File: src/rtl/seq_right_shift_8bit.sv
// Multi-cycle right shifter: shifts an operand right by 0..2**CNT_W-1 positions,
// one bit per clock, logical or arithmetic, with valid/ready on both sides.
module seq_right_shift_8bit #(
  parameter int WIDTH = 8,
  parameter int CNT_W = 4
) (
  input  logic             clk,
  input  logic             rst,
  input  logic             in_valid,
  output logic             in_ready,
  input  logic [WIDTH-1:0] A,
  input  logic [CNT_W-1:0] B,
  input  logic             arith,
  output logic             out_valid,
  input  logic             out_ready,
  output logic [WIDTH-1:0] Y,
  output logic             C
);

  typedef enum logic [1:0] {
    S_IDLE,
    S_SHIFT,
    S_DONE
  } state_t;

  state_t           state_q, state_d;
  logic [WIDTH-1:0] data_q, data_d;
  logic [CNT_W-1:0] cnt_q, cnt_d;
  logic             fill_q, fill_d;
  logic             c_q, c_d;
  logic             accept;

  assign accept = in_valid & in_ready;

  // NOTE: sequential state uses non-blocking assignments so every register
  // samples the pre-edge values regardless of process ordering.
  always_ff @(posedge clk) begin
    if (rst) state_q <= S_IDLE;
    else     state_q <= state_d;
  end

  // NOTE: every signal written here gets a default first, so no path can
  // leave it unassigned and infer a latch.
  always_comb begin
    state_d = state_q;
    case (state_q)
      S_IDLE:  if (accept) state_d = (B == '0) ? S_DONE : S_SHIFT;
      S_SHIFT: if (cnt_q == CNT_W'(1)) state_d = S_DONE;
      S_DONE:  if (out_ready) state_d = S_IDLE;
      default: state_d = S_IDLE;
    endcase
  end

  always_comb begin
    in_ready  = (state_q == S_IDLE);
    out_valid = (state_q == S_DONE);
  end

  // Fill bit is captured at accept so later changes on A/arith cannot leak in.
  always_comb begin
    data_d = data_q;
    cnt_d  = cnt_q;
    fill_d = fill_q;
    c_d    = c_q;
    if (state_q == S_IDLE && accept) begin
      data_d = A;
      cnt_d  = B;
      fill_d = arith & A[WIDTH-1];
      c_d    = 1'b0;
    end else if (state_q == S_SHIFT) begin
      data_d = {fill_q, data_q[WIDTH-1:1]};
      cnt_d  = cnt_q - CNT_W'(1);
      c_d    = data_q[0];
    end
  end

  always_ff @(posedge clk) begin
    if (rst) begin
      data_q <= '0;
      cnt_q  <= '0;
      fill_q <= 1'b0;
      c_q    <= 1'b0;
    end else begin
      data_q <= data_d;
      cnt_q  <= cnt_d;
      fill_q <= fill_d;
      c_q    <= c_d;
    end
  end

  assign Y = data_q;
  assign C = c_q;

endmodule

File: config.mk
export PLATFORM = sky130hd
export DESIGN_NAME = seq_right_shift_8bit
export DESIGN_NICKNAME = d
export VERILOG_FILES = /design/src/rtl/seq_right_shift_8bit.sv
export SDC_FILE = /design/constraint.sdc
export NUM_CORES = 1
export LEC_CHECK = 0
export CAP_MARGIN = 15
export CORE_MARGIN = 1.5
export CORE_UTILIZATION = 45
export DETAILED_ROUTE_END_ITERATION = 8
export PLACE_DENSITY = 0.88
export REMOVE_ABC_BUFFERS = 1
export SYNTH_ARGS = -nofsm -noshare
export SYNTH_HDL_FRONTEND = slang
export SYNTH_SLANG_ARGS = --single-unit
export TNS_END_PERCENT = 20
File: constraint.sdc
create_clock -name clk -period 2.7 [get_ports clk]
set_input_delay 0.27 -clock clk [delete_from_list [all_inputs] [get_ports clk]]
set_output_delay 0.27 -clock clk [all_outputs]
set_load 0.03 [all_outputs]
==> impl_results.md <==
- Setup CP Type: reg2out
- Initial DRT Pass Iterations: 6
- Initial antenna violation count: 0
- Element type at the critical path end: output port
- Placeable Area: 1559 um2
- Total GRT Usage: 21.80%
- Cell area after synthesis: 780.7 um2
- Library cells used by synthesis: 29
- Reg2reg start: state_q[0]
- HPWL Detailed: 1378 um
- Pre-CTS setup slack: about 0.9 ns
- Skew-Pair Late Insertion Delay: 0.29 ns
- Setup violators final: 0
- FILL cells: 138
- CP required: around 2.4 ns
- R2R Setup Slk: between 0.9 and 1 ns
- CTS root buf: clkbuf_4
- Wire length per cell: ~15 um
- RSZ-0062 raised after global routing: false
- GRT overflow: 0
- CTS tree: done
- Storage element area: 320.3 um2
- Max-Cap Viols: 0
- Crit-path max FO: 10
- Die Area: 1994 um2
- Num CTS Buffers: 3
- Final nets: 134
- # rows: 14
- Area Overhead vs Synth: 37.02%
- Post-CTS setup buffers: 0
- Largest net degree at the start of global routing: 17
- DRT iter0 DRCs: 19
- Buffers added on ports: 27
- Final setup margin: about 0.68 ns
- Hold EP: fill_q
- Outcome: finished with violations
- Initial core utilization: 50.08%
- Number of flops mapped to enable cells by yosys: 0
- P_leak: between 0.3 and 0.4 nW
- Failing checks: design-rule violations
- Hold-fix buffers, CTS: 0
- DRC errors left: 2
- IO Pins: 28
- Worst-Margin Slew: approximately 0.71 ns
- CTS resizes: 0
- Startpoint Class: flip-flop
- GPL Wtd Cong: a little under 0.8
- Yosys Warn Count: 0
- Antenna Cells: 0
- Ys async rst share: 0%
- Power density cells: 658.5 nW/um2
- Vert. Die Dim: 44.66 um
- Inst Count DP: 126
- Arr. time, crit path: 1.75 ns
- Predominant post-synthesis flop cell: dfxtp_1
- F_max: 495.0 MHz
- Routed vias: 754
- H-tree levels: 1
- Multi-input gate area: slightly above 400 um2
- Non-Filler Instances: 130
- Antenna Nets Post-Route: 0
- Vias per cell: 5.800
- Final Cycle Share: 74.83%
- Synth Instances: 89
- First-pass GRT wire length: roughly 3200 um
- Longest Clk Path Bufs: 2
- Clock slew at reported path FFs: approximately 0.10 ns
- R2R cell count: 3
- Synthesized area per cell: 8.772 um2
- Clk_skew: 0.007752 ns
- Final setup TNS: 0 ns
- Hold_sp: fill_q
- Worst hold path class: reg2reg
- Crit path time final: 2.020 ns
- Vias in the first global route: 723
- Final Hold Violating Endpoints: 0
- CTS Sinks: 16
- Final Max Tran Viols: 0
- Worst hold stages: 2
- Share of layout cells above drive strength 1: 7.018%
- Hold slack: 0.4725 ns
- Routed wire length: 1888 um
- Die width: 44.66 um
- Maximum vdd drop: a little under 0.4 mV
- Relative slew slack: 52.36%
- Sequential element share of the synthesized area: 41.03%
- Reg-to-reg critical path endpoint: cnt_q[3]
- FF+latch count, synth: 16
per-stage QoR:
step	utilization [%]	area, um2	total power [mW]
2_1_floorplan	-	743.2	0.4479
3_3_place_gp	66.29	1033	0.5376
3_5_place_dp	66.29	1033	0.5458
4_1_cts	68.62	1070	0.7075
5_1_grt	68.62	1070	0.7450
6_report	68.62	1070	0.7044
kinds of logic (layout without fill, tap and decap cells):
logic type               Yosys count  after routing  share of synthesized area (%)
AO/OA/AOI/OAI                     28             28                          24.84
adder cells (fa/ha/maj)            2              2                          3.205
buffers and inverters              9             34                          6.250
flip-flops                        16             16                          41.03
multiplexers                       2              2                          2.564
AND/OR/NAND/NOR                   32             32                          22.12
registers in the layout (all words and copies together), names as in the netlist:
register / flops
cnt_q: 4
Y: 8
fill_q: 1
state_q: 2
C: 1
final cells by class:
type / count / area share [%]
Multi-Input combinational cell: 64 / 38.48
Sequential cell: 16 / 29.94
Timing Repair Buffer: 27 / 25.26
Clock buffer: 4 / 3.392
Inverter: 3 / 1.053
Tap cell: 16 / 1.871
worst max-delay path by stage:
stage               start   endpoint  slack (ns)
2_1_floorplan  state_q[0]   cnt_q[3]        1.31
3_3_place_gp     in_valid       Y[2]        0.98
3_5_place_dp     in_valid       Y[5]        0.93
4_1_cts        state_q[1]  out_valid        0.67
5_1_grt        state_q[1]  out_valid        0.57
6_report       state_q[1]  out_valid        0.68
cells in the mapped netlist (all sizes together) (2+ instances only):
cell	number	share of area [%]
dfxtp	16	41
nand2	12	5.8
a21oi	11	7.1
a22oi	8	7.7
nor2	5	2.4
buf	4	3.8
inv	3	1.4
a2bb2oi	2	2.2
clkbuf	2	0.96
ha	2	3.2
mux2i	2	2.6
nand3	2	1.3
nor2b	2	1.6
nor3	2	1.3
nor4	2	1.6
o21bai	2	2.4
power by group:
part,switching (mW),internal (mW),total (mW)
combinational,0.126,0.113,0.239
clock,0.0810,0.0822,0.163
sequential,0.0355,0.267,0.302
total,0.242,0.462,0.704
critical path, cell delays in order, from the launching register on:
cell and delay [ns]:
dfxtp_1 0.54, nor2b_1 0.22, clkdlybuf4s50_1 0.69
placed cells by master (no fill, tap or decap), drive strengths merged, types with 2 or more instances in the layout:
master / count
clkdlybuf4s50: 27
dfxtp: 16
nand2: 12
a21oi: 11
a22oi: 8
nor2: 5
clkbuf: 4
inv: 3
nor2b: 2
nor4: 2
mux2i: 2
nand3: 2
a2bb2oi: 2
nor3: 2
ha: 2
o21bai: 2
routing by layer:
metal  global-route usage (%)  share of wire [%]
met2                    39.13                 52
met4                    4.848                  0
met1                    24.87                 41
met3                    6.939                7.1
met5                        0                  0
No activity file was read; power rests on OpenSTA's default activity.
